[src/rtl/guvm_feeder_pkg.sv]
// Shared types for the GUVM instruction feeder: FSM states, the NOP encoding,
// and the response slot carried through the grant-to-rvalid delay line.
package guvm_feeder_pkg;

  typedef enum logic [1:0] {
    IDLE  = 2'd0,
    RUN   = 2'd1,
    DRAIN = 2'd2
  } feeder_state_e;

  localparam logic [31:0] NOP_RV32 = 32'h00000013;
  localparam int          SLOT_W   = 32;

  typedef struct packed {
    logic              valid;
    logic [SLOT_W-1:0] data;
  } rsp_slot_t;

endpackage

[src/rtl/guvm_sync_fifo.sv]
// Synchronous FIFO with registered occupancy and no write-to-read bypass.
// A pop frees its slot before a same-cycle push, so push+pop is accepted when full.
module guvm_sync_fifo #(
  parameter int DEPTH  = 16,
  parameter int DATA_W = 32
) (
  input  logic                     clk_i,
  input  logic                     rst_i,
  input  logic                     clear_i,
  input  logic                     push_i,
  input  logic [DATA_W-1:0]        push_data_i,
  input  logic                     pop_i,
  output logic [DATA_W-1:0]        pop_data_o,
  output logic                     full_o,
  output logic                     empty_o,
  output logic [$clog2(DEPTH):0]   count_o
);

  localparam int AW = $clog2(DEPTH);
  localparam int CW = AW + 1;

  logic [DATA_W-1:0] mem_q [DEPTH];
  logic [AW-1:0]     wr_ptr_q;
  logic [AW-1:0]     rd_ptr_q;
  logic [CW-1:0]     count_q;
  logic [CW-1:0]     count_d;
  logic              do_push;
  logic              do_pop;

  assign full_o     = (count_q == CW'(DEPTH));
  assign empty_o    = (count_q == '0);
  assign count_o    = count_q;
  assign pop_data_o = mem_q[rd_ptr_q];

  assign do_pop  = pop_i && !empty_o;
  assign do_push = push_i && (!full_o || do_pop);

  always_comb begin
    count_d = count_q;
    if (do_push && !do_pop) begin
      count_d = count_q + CW'(1);
    end else if (!do_push && do_pop) begin
      count_d = count_q - CW'(1);
    end
  end

  always_ff @(posedge clk_i or posedge rst_i) begin
    if (rst_i) begin
      wr_ptr_q <= '0;
      rd_ptr_q <= '0;
      count_q  <= '0;
    end else if (clear_i) begin
      wr_ptr_q <= '0;
      rd_ptr_q <= '0;
      count_q  <= '0;
    end else begin
      if (do_push) wr_ptr_q <= wr_ptr_q + AW'(1);
      if (do_pop)  rd_ptr_q <= rd_ptr_q + AW'(1);
      count_q <= count_d;
    end
  end

  // Storage carries data only; validity lives in the pointers and count.
  always_ff @(posedge clk_i) begin
    if (do_push && !clear_i) begin
      mem_q[wr_ptr_q] <= push_data_i;
    end
  end

endmodule

[src/rtl/guvm_instr_feeder.sv]
// Instruction-side responder feeding driver-queued words to a req/gnt/rvalid fetch port.
// Optional expected-PC check is built when GUVM_FEEDER_ADDR_CHECK_EN is defined. DATA_W up to 32.
module guvm_instr_feeder
  import guvm_feeder_pkg::*;
#(
  parameter int          DEPTH      = 16,
  parameter int          DATA_W     = 32,
  parameter int          RVALID_LAT = 1,
  parameter int          MAX_OUTST  = 2,
  parameter logic [DATA_W-1:0] NOP_INSTR = DATA_W'(NOP_RV32),
  parameter logic [31:0] BOOT_ADDR  = 32'h00000080
) (
  input  logic                   clk_i,
  input  logic                   rst_i,
  input  logic                   enable_i,
  input  logic                   flush_i,
  input  logic                   push_valid_i,
  input  logic [DATA_W-1:0]      push_data_i,
  output logic                   push_ready_o,
  input  logic                   instr_req_i,
  input  logic [31:0]            instr_addr_i,
  output logic                   instr_gnt_o,
  output logic                   instr_rvalid_o,
  output logic [DATA_W-1:0]      instr_rdata_o,
  output logic [$clog2(DEPTH):0] count_o,
  output logic [15:0]            underflow_o,
  output logic                   addr_err_o
);

  localparam int OW = $clog2(MAX_OUTST + 1);

  feeder_state_e     state_q;
  logic [OW-1:0]     outst_q;
  logic [15:0]       uf_q;
  rsp_slot_t         slot_q [RVALID_LAT];
  rsp_slot_t         slot_d;
  rsp_slot_t         slot_out;

  logic              gnt;
  logic              rsp_vld;
  logic              fifo_push;
  logic              fifo_clear;
  logic              fifo_full;
  logic              fifo_empty;
  logic [DATA_W-1:0] fifo_head;
  logic [DATA_W-1:0] grant_data;

  // Queued words are discarded on the edge that enters DRAIN; DRAIN refuses new words.
  assign fifo_clear = flush_i && (state_q != DRAIN);
  assign fifo_push  = push_valid_i && (state_q != DRAIN);

  guvm_sync_fifo #(
    .DEPTH  (DEPTH),
    .DATA_W (DATA_W)
  ) u_fifo (
    .clk_i       (clk_i),
    .rst_i       (rst_i),
    .clear_i     (fifo_clear),
    .push_i      (fifo_push),
    .push_data_i (push_data_i),
    .pop_i       (gnt),
    .pop_data_o  (fifo_head),
    .full_o      (fifo_full),
    .empty_o     (fifo_empty),
    .count_o     (count_o)
  );

  assign push_ready_o = !fifo_full;
  assign gnt          = (state_q == RUN) && instr_req_i && (outst_q < OW'(MAX_OUTST));
  assign instr_gnt_o  = gnt;
  assign grant_data   = fifo_empty ? NOP_INSTR : fifo_head;

  always_ff @(posedge clk_i or posedge rst_i) begin
    if (rst_i) begin
      state_q <= IDLE;
    end else begin
      case (state_q)
        IDLE:    if (flush_i) state_q <= DRAIN;
                 else if (enable_i) state_q <= RUN;
        RUN:     if (flush_i) state_q <= DRAIN;
        DRAIN:   if (outst_q == '0) state_q <= IDLE;
        default: state_q <= IDLE;
      endcase
    end
  end

  // Grant stage: capture the word for this fetch into the head of the delay line.
  always_comb begin
    slot_d       = '0;
    slot_d.valid = gnt;
    slot_d.data  = SLOT_W'(grant_data);
  end

  always_ff @(posedge clk_i or posedge rst_i) begin
    if (rst_i) begin
      for (int i = 0; i < RVALID_LAT; i++) slot_q[i] <= '0;
    end else begin
      slot_q[0] <= slot_d;
      for (int i = 1; i < RVALID_LAT; i++) slot_q[i] <= slot_q[i-1];
    end
  end

  // Response stage: the tail of the delay line drives rvalid/rdata.
  assign slot_out       = slot_q[RVALID_LAT-1];
  assign rsp_vld        = slot_out.valid;
  assign instr_rvalid_o = rsp_vld;
  assign instr_rdata_o  = rsp_vld ? slot_out.data[DATA_W-1:0] : '0;

  always_ff @(posedge clk_i or posedge rst_i) begin
    if (rst_i) begin
      outst_q <= '0;
      uf_q    <= '0;
    end else begin
      case ({gnt, rsp_vld})
        2'b10:   outst_q <= outst_q + OW'(1);
        2'b01:   outst_q <= outst_q - OW'(1);
        default: outst_q <= outst_q;
      endcase
      if (gnt && fifo_empty && (uf_q != 16'hFFFF)) uf_q <= uf_q + 16'd1;
    end
  end

  assign underflow_o = uf_q;

`ifdef GUVM_FEEDER_ADDR_CHECK_EN
  logic [31:0] pc_q;
  logic        addr_err_q;

  always_ff @(posedge clk_i or posedge rst_i) begin
    if (rst_i) begin
      pc_q       <= BOOT_ADDR;
      addr_err_q <= 1'b0;
    end else begin
      if ((state_q == IDLE) && !flush_i && enable_i) pc_q <= BOOT_ADDR;
      else if (gnt) pc_q <= pc_q + 32'd4;
      if (gnt && (instr_addr_i != pc_q)) addr_err_q <= 1'b1;
    end
  end

  assign addr_err_o = addr_err_q;
`else
  logic unused_addr;
  assign unused_addr = ^{instr_addr_i, BOOT_ADDR};
  assign addr_err_o  = 1'b0;
`endif

endmodule
[config.mk]
export PLATFORM = sky130hd
export DESIGN_NAME = guvm_instr_feeder
export DESIGN_NICKNAME = d
export VERILOG_FILES = /design/src/rtl/guvm_feeder_pkg.sv /design/src/rtl/guvm_sync_fifo.sv /design/src/rtl/guvm_instr_feeder.sv
export SDC_FILE = /design/constraint.sdc
export NUM_CORES = 1
export LEC_CHECK = 0
export CORE_MARGIN = 2
export CORE_UTILIZATION = 58
export DETAILED_ROUTE_END_ITERATION = 10
export HOLD_SLACK_MARGIN = 0.02
export MAX_ROUTING_LAYER = met4
export PLACE_DENSITY_LB_ADDON = 0.3
export SETUP_SLACK_MARGIN = 0.1
export SYNTH_ARGS = -nofsm -noshare
export SYNTH_HDL_FRONTEND = slang
export SYNTH_SLANG_ARGS = --single-unit
[constraint.sdc]
create_clock -name clk_i -period 5.55 [get_ports clk_i]
set_clock_uncertainty 0.1 [all_clocks]
set_input_delay 0.555 -clock clk_i [delete_from_list [all_inputs] [get_ports clk_i]]
set_output_delay 0.555 -clock clk_i [all_outputs]
set_load 0.005 [all_outputs]
After elaboration in Yosys (flattened, before gate mapping)
Memories as Yosys holds them, arrays and structs flattened.
Cells that the tools add are included.
{ "word_totals": {"out_inout_bits": 57, "n_memories": 1, "romBits": 0, "ff_bits": 66, "latch_bits": 0, "ram_bits": 512, "wordCells": 69} }
{ "classes": {"n_reduce_logical": 25, "shift": 0, "order_cmp": 1, "div": 0, "multipliers": 0, "bitwise": 0, "mux": 17, "n_eq_ne": 10, "n_addsub": 7} }
{ "mem_list": {"columns": ["memory", "words", "width", "read_ports", "rd_clocked_by_memory_dff", "wr", "line", "text"], "rows": [
  ["u_fifo.mem_q", 16, 32, 1, 0, 1, "guvm_sync_fifo.sv:22", "logic [DATA_W-1:0] mem_q [DEPTH];"]
]} }
{ "op_table": {"columns": ["cell", "n"], "rows": [
  ["two-way mux 32 bit", 2],
  ["adder 16 x 1 -> 16 bit (second input constant)", 1],
  ["two-way mux 4 bit", 4],
  ["inequality test 16 bit (second input constant)", 1],
  ["two-way mux 5 bit", 3],
  ["logical AND 1 bit", 11],
  ["adder 4 x 1 -> 4 bit (second input constant)", 2],
  ["two-way mux 2 bit", 4],
  ["inequality test 2 bit (second input constant)", 3],
  ["case mux 2 bit (3 select lines)", 1],
  ["nonzero test 2 bit", 3],
  ["adder 5 x 1 -> 5 bit (second input constant)", 1],
  ["== test 5 bit (second input constant)", 1],
  ["zero test 1 bit", 5],
  ["zero test 5 bit", 1],
  ["subtractor 5 x 1 -> 5 bit (second input constant)", 1],
  ["== test 2 x 1 -> 1 bit (second input constant)", 2],
  ["== test 2 bit (second input constant)", 2],
  ["zero test 2 bit", 2],
  ["case mux 2 bit (2 select lines)", 1],
  ["inequality test 3 bit (second input constant)", 1],
  ["AND reduction 3 bit", 1],
  ["nonzero test 3 bit", 1],
  ["adder 2 x 1 -> 2 bit (second input constant)", 1],
  ["other kinds (4)", 5]
]} }

Longest topological paths before layout
Gate-level depths: netlist of the first run.
{ "logic_depth": {"word_depth": 11, "depth_mapped": 11, "ltp_nobuf": 10} }

Hierarchy
Synthesis of the first run repeated with hierarchy kept, for this count alone.
{ "hier_totals": {"cells_unflattened": 1098, "hier_area_um2": 22459.0} }
{ "modules_own_cells": {"columns": ["mod", "instances", "cells_each", "area_each_um2", "seq_area_each_um2"], "rows": [
  ["guvm_sync_fifo", 1, 898, 20084.3, 15700.1],
  ["guvm_instr_feeder", 1, 200, 2374.8, 1326.3]
]} }

Least setup slack after synthesis of the first run
No wires, ideal clock.
{ "synth_path": {"path_type": "input to register", "from": "in instr_req_i", "to": "mem u_fifo.mem_q[0][0], enable pin", "path_stages": 5, "required_ns": 4.989, "setup_slack_ns": 1.380, "arrival_time_ns": 3.609, "path_cell_list": "nand4bb_1 buf_2 a311oi_1 nand2_1 nor3_1"} }
{ "synth_via": {"elab_chain_len": 8} }
{ "synth_rtl": {"columns": ["element", "line", "text"], "rows": [
  ["from (decl)", "guvm_instr_feeder.sv:20", "input logic instr_req_i,"],
  ["logical AND 1 bit (2 in series)", "guvm_instr_feeder.sv:69", "assign gnt = (state_q == RUN) && instr_req_i && (outst_q < OW'(MAX_OUTST));"],
  ["logical AND 1 bit", "guvm_sync_fifo.sv:35", "assign do_pop = pop_i && !empty_o;"],
  ["logical OR 1 bit", "guvm_sync_fifo.sv:36", "assign do_push = push_i && (!full_o || do_pop);"],
  ["logical AND 1 bit", "guvm_sync_fifo.sv:36", null],
  ["logical AND 1 bit", "guvm_sync_fifo.sv:65", "if (do_push && !clear_i) begin"],
  ["two-way mux 1 bit", "guvm_sync_fifo.sv:65", null],
  ["two-way mux 1 bit (implied by the code)", "guvm_sync_fifo.sv:66", "mem_q[wr_ptr_q] <= push_data_i;"],
  ["to (decl)", "guvm_sync_fifo.sv:22", null]
]} }
No other way between the ends.

Worst setup path in the final report of the first run
{ "layout_path": {"from": "reg outst_q[1]", "to": "mem u_fifo.mem_q[8][24], enable pin"} }
{ "layout_via": {"elab_chain_len": 8} }
{ "layout_rtl": {"columns": ["element", "line", "text"], "rows": [
  ["from (decl)", "guvm_instr_feeder.sv:33", "logic [OW-1:0] outst_q;"],
  ["from (signal assigned)", "guvm_instr_feeder.sv:115", "2'b10: outst_q <= outst_q + OW'(1);"],
  ["from (signal assigned)", "guvm_instr_feeder.sv:116", "2'b01: outst_q <= outst_q - OW'(1);"],
  ["from (signal assigned)", "guvm_instr_feeder.sv:117", "default: outst_q <= outst_q;"],
  ["less-than comparator 2 bit", "guvm_instr_feeder.sv:69", null],
  ["logical AND 1 bit", "guvm_instr_feeder.sv:69", null],
  ["logical AND 1 bit", "guvm_sync_fifo.sv:35", null],
  ["logical OR 1 bit", "guvm_sync_fifo.sv:36", null],
  ["logical AND 1 bit", "guvm_sync_fifo.sv:36", null],
  ["logical AND 1 bit", "guvm_sync_fifo.sv:65", null],
  ["two-way mux 1 bit", "guvm_sync_fifo.sv:65", null],
  ["two-way mux 1 bit (implied by the code)", "guvm_sync_fifo.sv:66", null]
]} }
No other way between the ends.

==> results of run 1 <==
==> cell type report <==
type | count | area [sq um] | share of cell area (%)
diodes | 2 | 5.00 | 0.0194
repair buffers | 123 | 1170 | 4.54
clock inverters | 34 | 272 | 1.05
multi-input cells | 413 | 5110 | 19.8
inverters | 9 | 35.0 | 0.136
clock buffers | 69 | 1500 | 5.83
flip-flops and latches | 578 | 17000 | 66.1
well taps | 511 | 639 | 2.48
==> cell families after synthesis <==
kind of cell | synth area share (%)
flip-flops | 76.3
multiplexers | 16.0
AND/OR/NAND/NOR | 3.08
buffers and inverters | 1.23
AO/OA/AOI/OAI | 1.78
XOR/XNOR | 0.903
adder cells (fa/ha/maj) | 0.651
other | 0.0168
==> placed cells by master (no fill, tap or decap), types with 9 or more instances in the layout <==
| master | netlist | layout |
|---|---|---|
| clkdlybuf4s50_1 | 0 | 93 |
| clkbuf_1 | 23 | 9 |
| dfrtp_1 | 66 | 63 |
| nor2_1 | 30 | 18 |
| xor2_1 | 15 | 15 |
| edfxtp_1 | 512 | 512 |
| clkinv_2 | 0 | 18 |
| buf_4 | 4 | 29 |
| nor2_4 | 0 | 12 |
| mux4_2 | 131 | 131 |
| nand2_1 | 20 | 20 |
| clkbuf_16 | 0 | 57 |
| and2_1 | 33 | 33 |
| o22ai_1 | 29 | 29 |
| mux2i_1 | 58 | 58 |
| ha_1 | 10 | 10 |
==> sequential cells by signal, indices dropped and copies added (netlist names) <==
register         count
u_fifo.mem_q       512
slot_out            32
underflow_o         16
u_fifo.count_o       5
u_fifo.rd_ptr_q      4
u_fifo.wr_ptr_q      4
outst_q              2
state_q              2
instr_rvalid_o       1
==> path summary, 6_finish.rpt <==
check,cells after the start,end,slack [ns]
min reg2reg,1,outst_q[1],0.39
min,2,slot_out[3],0.24
min in group clk_i,1,outst_q[1],0.39
max in group asynchronous,3,u_fifo.rd_ptr_q[1],4.08
max reg2reg,5,u_fifo.mem_q[8][24],1.91
max,5,u_fifo.mem_q[8][24],1.91
==> layer usage <==
| layer | vias up | track usage [%] |
|---|---|---|
| li1 | 4560 | - |
| met1 | 5574 | 32.9 |
| met2 | 348 | 38.9 |
| met3 | 79 | 4.32 |
| met4 | 0 | 6.86 |
| met5 | - | - |
==> power breakdown <==
part	internal, mW	switching, mW
sequential	4.97	0.155
combinational	0.589	0.614
clock	2.10	1.54
==> stage by stage <==
step / std cells / setup slack [ns]
after floorplan: 1053 / 1.38
after global placement: 1634 / 1.63
after detailed placement: 1634 / 1.43
after CTS: 1737 / 1.94
after global routing: 1739 / 1.69
final: 1739 / 1.91
==> results.toml, run 1 <==
[route]
top_layer = "met4"
drt-met1-wl_um = 18800
routedWlPerCell_um = 25.9
routed_wl_um = 45000
drcViolationCount = 0
drt-vias-per-instance = 6.07
firstDrtPassIters = 6
final_antenna_net_count = 0
dr_wl_met3_um = 2590
via_count = 10561
drtIter0Drc = 836
met2_length_um = 22600

[floorplan]
fp.dieW_um = 200
initial_core_util_pct = 59.1
fp.coreArea_sq_mm = 0.0378
die_h_um = 200
io_pins = 127
dieArea_sq_mm = 0.0400
num_rows = 71

[worst_setup_path]
end_kind = "flop"
cpMaxStageDelayCell = "a311oi_1"
crit_fanout = 20
rr_startpoint = "outst_q[1]"
critical_path.max_stage_delay_ns = 0.78
critPathLaunch = "outst_q[1]"
crit_family = "simple AND/OR/NAND/NOR gates"
start_kind = "flop"
path_cells = "nand4bb_1 > a311oi_1 > nand2_1 > nor2_4 > buf_4"
worstPathRequired_ns = 5.71
path_buf_inv = 1
arrival_ns = 3.80
crit_type = "reg2reg"

[synthesis]
yosysMostFrequentCell = "edfxtp_1"
avgSynthCellArea_sq_um = 21.2
synth_flop_cell = "edfxtp_1"
syn-instance-count = 1053
yosysWarnings = 0
ys_async_sr_fraction_pct = 11.4
netlist_top_cells_count = "512 x edfxtp_1, 131 x mux4_2, 66 x dfrtp_1"
synth_edf_count = 512
yosysTopAreaCellShare_pct = 68.9
netlist_area_sq_mm = 0.0223
ys_ff_latch = 578
synthTopCellsByArea = "edfxtp_1 69%, mux4_2 13%, dfrtp_1 7.4%, mux2i_1 2.6%, and2_1 0.93%"
synth_cell_types = 52
ys_seq_area_share_pct = 76.3
synth_nets = 1134
yosysTopAreaCell = "edfxtp_1"

[placed_design]
place_area_sq_mm = 0.0240
dp_hpwl_um = 24800
io_buffers = 93
gp_congestion = 0.785

[global_routing]
grt_pass1_vias = 11072
grt_max_degree = 61
grt_pass1_wl_um = 68000
grt-ovfl-total = 0
grt_usage_pct = 24.3
antenna_found_initial = 3

[cells_and_area]
fin_nets = 1261
layout-drive-gt1-share_pct = 22.5
syn2layout_area_growth_pct = 15.5
num-fill-cells = 2330
design_area_sq_mm = 0.0258
finish.utilization_pct = 68.3

[clocking]
htreeDepth = 2
cts_resized = 0
clk_path_buf_depth = 3
tritoncts = "done"
cts-root-buf = "clkbuf_16"
holdBufCountCts = 0
cts_buffers = 55
cts.sinks = 578
worst_skew_pair.late_latency_ns = 0.60
cts.clk_slew.worst_paths_ns = 0.07
cts_setup_buffers = 0

[sta]
maxSlewHeadroom_pct = 36.4
hold_viol_final = 0
max_freq_mhz = 274
setup_viol = 0
tns_ns = 0
rsz0062_at_grt = "no"
whs_ns = 0.241
drv_slew = 0
worst_pin_slew_ns = 0.954
finalCriticalPeriod_ns = 3.64
timing.final.crit_share_pct = 65.6

[power_and_ir_drop]
finalPower_mw = 9.97
power_density_mw_per_mm2 = 387
p_leak_nw = 8.20
vdd_ir_drop_max_v = 0.000278

[job]
maxCapViolCount = 0

[hold_path]
hold_path.class = "in2async"

[status]
status = "finished, final reports clean"
Power figures use the tool's default switching activity.
==> run 2: changes to the inputs <==
--- a/config.mk
+++ b/config.mk
@@ -6,7 +6,7 @@
 export NUM_CORES = 1
 export LEC_CHECK = 0
 export CORE_MARGIN = 2
-export CORE_UTILIZATION = 58
+export CORE_UTILIZATION = 54
 export DETAILED_ROUTE_END_ITERATION = 10
 export HOLD_SLACK_MARGIN = 0.02
 export MAX_ROUTING_LAYER = met4
==> constraint.sdc (replaced) <==
create_clock -name clk_i -period 3.1 [get_ports clk_i]
set_clock_uncertainty 0.1 [all_clocks]
set_input_delay 0.31 -clock clk_i [delete_from_list [all_inputs] [get_ports clk_i]]
set_output_delay 0.31 -clock clk_i [all_outputs]
set_load 0.005 [all_outputs]
==> run 2 against run 1 <==
Effect of this change:
- combinational power up 96%
- highest routed layer unchanged
- non-clock buffer count up 28
- fmax increased by 25%
- cell count grew 2.6%
- die area rose by 7.3%
- power is 78% higher
- critical endpoint is now u_fifo.count_o[4]
- worst setup slack worse by 1.7 ns
- sequential power increased by 78%
- wire length rose by 1.8%
- critical path type unchanged
- register-to-register slack worse by 1.7 ns
==> results.toml, run 2 (same netlist as run 1, synthesis figures left out) <==
[status]
status = "finished, final reports clean"

[worst_setup_path]
arrival_ns = 3.32
crit_type = "reg2reg"
crit_fanout = 6
worstPathRequired_ns = 3.51
critPathLaunch = "u_fifo.count_o[2]"
start_kind = "flop"
end_kind = "flop"
r2r_slack_ns = 0.19
rr_startpoint = "u_fifo.count_o[2]"

[sta]
hold_viol_final = 0
layout_setup_ws_ns = 0.193
tns_ns = 0
maxSlewHeadroom_pct = 47.2
setup_viol = 0
rsz0062_at_grt = "no"
finalCriticalPeriod_ns = 2.91
worst_pin_slew_ns = 0.792
drv_slew = 0
max_freq_mhz = 344
timing.final.crit_share_pct = 93.8

[cells_and_area]
final_cell_mix = "512 x edfxtp_1, 131 x mux4_2, 93 x clkdlybuf4s50_1"
antennaDiodeCount = 0
design_area_sq_mm = 0.0263
layout_commonest_cell = "edfxtp_1"
syn2layout_area_growth_pct = 17.7
layout-drive-gt1-share_pct = 23.4
regArea_sq_mm = 0.0170
multi_input_area_sq_mm = 0.00514
num-fill-cells = 2694
fin_nets = 1290
largest-register = "u_fifo.mem_q"
largest_reg_flops = 512
instances_no_fill = 1785

[floorplan]
fp.dieW_um = 207
num_rows = 74
die_h_um = 207
fp.coreArea_sq_mm = 0.0408
initial_core_util_pct = 54.6
io_pins = 127
dieArea_sq_mm = 0.0429

[power_and_ir_drop]
p_int_mw = 13.6
p_clk_share_pct = 35.5
p_leak_nw = 8.34
vdd_ir_drop_max_v = 0.000463
p_comb_share_pct = 13.3
pwr-share-seq_pct = 51.3
finalPower_mw = 17.7
p_sw_share_pct = 23.5
p_sw_mw = 4.16
power_density_mw_per_mm2 = 676

[job]
maxCapViolCount = 0

[route]
drcViolationCount = 0
final_antenna_net_count = 0
firstDrtPassIters = 4
routedWlPerCell_um = 25.7
routed_wl_um = 45800
drt-vias-per-instance = 5.93
via_count = 10580
drtIter0Drc = 879

[hold_path]
hold_path.class = "in2reg"
min-delay-start = "enable_i"

[placed_design]
dp_cells = 1682
io_buffers = 93
dp_hpwl_um = 25200
gp_congestion = 0.781
pre_cts_ws_ns = 0.147
place_area_sq_mm = 0.0246

[global_routing]
antenna_found_initial = 1
grt-ovfl-total = 0
grt_busiest_layer = "met2"
grt_use_met3_pct = 3.92
grt_usage_pct = 22.4
grt_use_met1_pct = 30.0
grt_pass1_vias = 11089
grt_max_degree = 67
grt_pass1_wl_um = 69000
use_met2_pct = 36.3

[clocking]
cts_setup_buffers = 0
tritoncts = "done"
cts-root-buf = "clkbuf_16"
cts_buffers = 56
cts.sinks = 578
clk_path_buf_depth = 3
cts.clk_slew.worst_paths_ns = 0.06
worst_skew_pair.late_latency_ns = 0.60
htreeDepth = 2
[run 2: cell types whose count changed in the layout (fill, tap and decap cells not counted), sizes merged]
cell and change:
buf +27, bufinv -2, clkinv -6, clkinvlp -3, clkbuf +10, dlygate4sd3 +1
diode -2
[run 2: worst paths after layout]
kind / to / cells after the start
min: state_q[0] / 3
max: u_fifo.count_o[4] / 9
min reg2reg: state_q[0] / 1
max in group asynchronous: u_fifo.rd_ptr_q[3] / 4
min in group asynchronous: slot_out[9] / 4
max reg2reg: u_fifo.count_o[4] / 9
[run 2: worst max-delay path, stage by stage, from the launching register on]
cell and delay (ns):
dfrtp_1 0.46, or4_4 0.57, o21ai_2 0.22, nand2b_1 0.16, fa_1 0.42, a21o_1 0.20
a21oi_1 0.28, o211a_1 0.20, o221ai_1 0.11, o21ai_1 0.11
[run 2: power groups by stage]
stage | registers [mW] | clock network (mW) | logic, mW
final | 9.10 | 6.29 | 2.35
after global routing | 9.15 | 6.70 | 2.55
after CTS | 9.11 | 6.41 | 2.40
after detailed placement | 9.26 | 0 | 2.38
after global placement | 9.24 | 0 | 2.35
after floorplan | 9.18 | 0 | 1.57
[run 2: timing repair]
action / in CTS / in global routing
setup endpoints to repair: 0 / 1
resized for setup: 0 / 1
hold buffers: 1 / 0
endpoints found under the hold margin: 1 / 0
[run 2: stage by stage]
stage | utilization, % | hold slack, ns
after floorplan | - | 0.309
after global placement | 60.1 | 0.369
after detailed placement | 60.1 | 0.382
after CTS | 64.3 | 0.169
after global routing | 64.3 | 0.190
final | 64.3 | 0.206
[run 2: layout make-up]
cell class | count | share of cell area (%)
Multi-Input combinational cell | 413 | 19.6
Sequential cell | 578 | 64.9
Tap cell | 532 | 2.54
Timing Repair Buffer | 151 | 6.45
Clock buffer | 79 | 5.74
Clock inverter | 23 | 0.662
Inverter | 9 | 0.133
[run 2: layer usage]
metal / vias to the layer above / wire length [um]
met5: - / 0
met4: 0 / 809
met3: 66 / 2580
met2: 338 / 23400
met1: 5562 / 19000
li1: 4614 / -
==> run 3: changes to the inputs <==
--- a/config.mk
+++ b/config.mk
@@ -8,9 +8,10 @@
 export CORE_MARGIN = 2
 export CORE_UTILIZATION = 54
 export DETAILED_ROUTE_END_ITERATION = 10
+export GPL_TIMING_DRIVEN = 0
 export HOLD_SLACK_MARGIN = 0.02
 export MAX_ROUTING_LAYER = met4
-export PLACE_DENSITY_LB_ADDON = 0.3
+export PLACE_DENSITY_LB_ADDON = 0.08
 export SETUP_SLACK_MARGIN = 0.1
 export SYNTH_ARGS = -nofsm -noshare
 export SYNTH_HDL_FRONTEND = slang
==> run 3 against run 2 <==
Effect of this change:
- wire length grew 7.7%
- critical path depth unchanged
- clock power up 4.6%
- largest cell class unchanged
==> results.toml, run 3 (same netlist as run 1, synthesis figures left out) <==
[route]
routed_wl_um = 49300
drt-vias-per-instance = 6.01
via_count = 11043
routedWlPerCell_um = 26.9
final_antenna_net_count = 0
firstDrtPassIters = 6
drtIter0Drc = 1030
drcViolationCount = 0

[floorplan]
initial_core_util_pct = 54.6
io_pins = 127
dieArea_sq_mm = 0.0429
die_h_um = 207
num_rows = 74
fp.coreArea_sq_mm = 0.0408
fp.dieW_um = 207

[global_routing]
use_met2_pct = 37.0
grt_pass1_vias = 11006
grt_use_met1_pct = 33.7
grt_busiest_layer = "met2"
grt_use_met3_pct = 4.60
grt_pass1_wl_um = 72600
grt_usage_pct = 24.0
grt-ovfl-total = 0
grt_max_degree = 56
antenna_found_initial = 3

[sta]
rsz0062_at_grt = "yes"
drv_slew = 0
worst_pin_slew_ns = 1.10
timing.final.crit_share_pct = 93.9
tns_ns = 0
setup_viol = 0
whs_ns = 0.100
hold_viol_final = 0
max_freq_mhz = 343
maxSlewHeadroom_pct = 27.0
layout_setup_ws_ns = 0.188
finalCriticalPeriod_ns = 2.91

[cells_and_area]
layout-drive-gt1-share_pct = 24.1
final_cell_mix = "512 x edfxtp_1, 131 x mux4_2, 92 x clkdlybuf4s50_1"
num-fill-cells = 2711
syn2layout_area_growth_pct = 20.0
layout_commonest_cell = "edfxtp_1"
largest_reg_flops = 512
instances_no_fill = 1836
fin_nets = 1334
largest-register = "u_fifo.mem_q"

[clocking]
cts-root-buf = "clkbuf_16"
worst_skew_pair.late_latency_ns = 0.62
clk_path_buf_depth = 3
cts.sinks = 578
cts_buffers = 57
htreeDepth = 2
tritoncts = "done"
cts.clk_slew.worst_paths_ns = 0.06

[job]
maxCapViolCount = 0

[worst_setup_path]
crit_type = "reg2reg"
worstPathRequired_ns = 3.53
rr_startpoint = "u_fifo.count_o[0]"
endpoint = "u_fifo.count_o[4]"
arrival_ns = 3.35
reg2regPathDepth = 9
timing.rr.end = "u_fifo.count_o[4]"
r2r_slack_ns = 0.19
start_kind = "flop"
critPathLaunch = "u_fifo.count_o[0]"
crit_fanout = 6
end_kind = "flop"

[power_and_ir_drop]
p_sw_mw = 4.33
p_comb_share_pct = 13.8
power_density_mw_per_mm2 = 679
p_sw_share_pct = 23.8
finalPower_mw = 18.2
p_clk_share_pct = 36.2
pwr-share-seq_pct = 49.9
vdd_ir_drop_max_v = 0.000473
p_int_mw = 13.8
p_leak_nw = 8.58

[placed_design]
dp_cells = 1699
dp_hpwl_um = 29200
io_buffers = 92
gp_congestion = 0.750
pre_cts_ws_ns = -0.493

[hold_path]
hold_path.class = "in2reg"
holdPathStages = 2

[status]
status = "finished, final reports clean"
run 3: routing by layer:
layer	vias up	part of all wire, %
met1	5821	42
met2	407	49
met5	-	0
met3	81	6.8
met4	0	2.4
li1	4734	-
run 3: stage by stage:
step / util (%) / instance area [sq um]
2_1_floorplan: - / 22300
3_3_place_gp: 58.6 / 23900
3_5_place_dp: 60.1 / 24500
4_1_cts: 65.4 / 26700
5_1_grt: 65.5 / 26800
6_report: 65.5 / 26800
run 3: critical path, cell delays in order (launching register included):
cell and delay, ns:
dfrtp_2 0.47, or4_4 0.62, o21ai_2 0.22, nand2b_1 0.16, fa_1 0.43, a21o_1 0.21
a21oi_2 0.23, o211a_1 0.20, o221ai_1 0.11, o21ai_1 0.10
run 3: power groups by stage:
stage	registers [mW]	clock network (mW)	logic, mW
final	9.08	6.58	2.51
after global placement	9.23	0	2.34
after floorplan	9.18	0	1.57
after detailed placement	9.23	0	2.46
after global routing	9.12	7.02	2.70
after CTS	9.07	6.70	2.52
run 3: area by class of cell:
class / count / area (sq um) / area share, %
Buffer: 53 / 248 / 0.926
Clock inverter: 15 / 123 / 0.458
Timing Repair Buffer: 141 / 1800 / 6.74
Antenna cell: 2 / 5.00 / 0.0187
Clock buffer: 93 / 1670 / 6.25
Tap cell: 532 / 666 / 2.49
Multi-Input combinational cell: 413 / 5170 / 19.3
Inverter: 9 / 36.3 / 0.136
Sequential cell: 578 / 17000 / 63.7
run 3: worst min path at each step:
stage | slack [ns] | end | startpoint
CTS | 0.04 | state_q[0] | flush_i
global route | 0.12 | state_q[0] | flush_i
finish | 0.10 | state_q[0] | flush_i
global placement | 0.38 | outst_q[1] | outst_q[1]
floorplan | 0.31 | u_fifo.mem_q[0][0] | push_data_i[0]
detailed placement | 0.38 | state_q[0] | state_q[1]
run 3: repair_timing:
item / CTS / global route
endpoints found under the setup margin: 320 / 64
hold endpoints to repair: 11 / 0
pin swaps: 15 / 2
resized for setup: 7 / 10
hold buffers: 1 / 0
setup buffers: 22 / 4
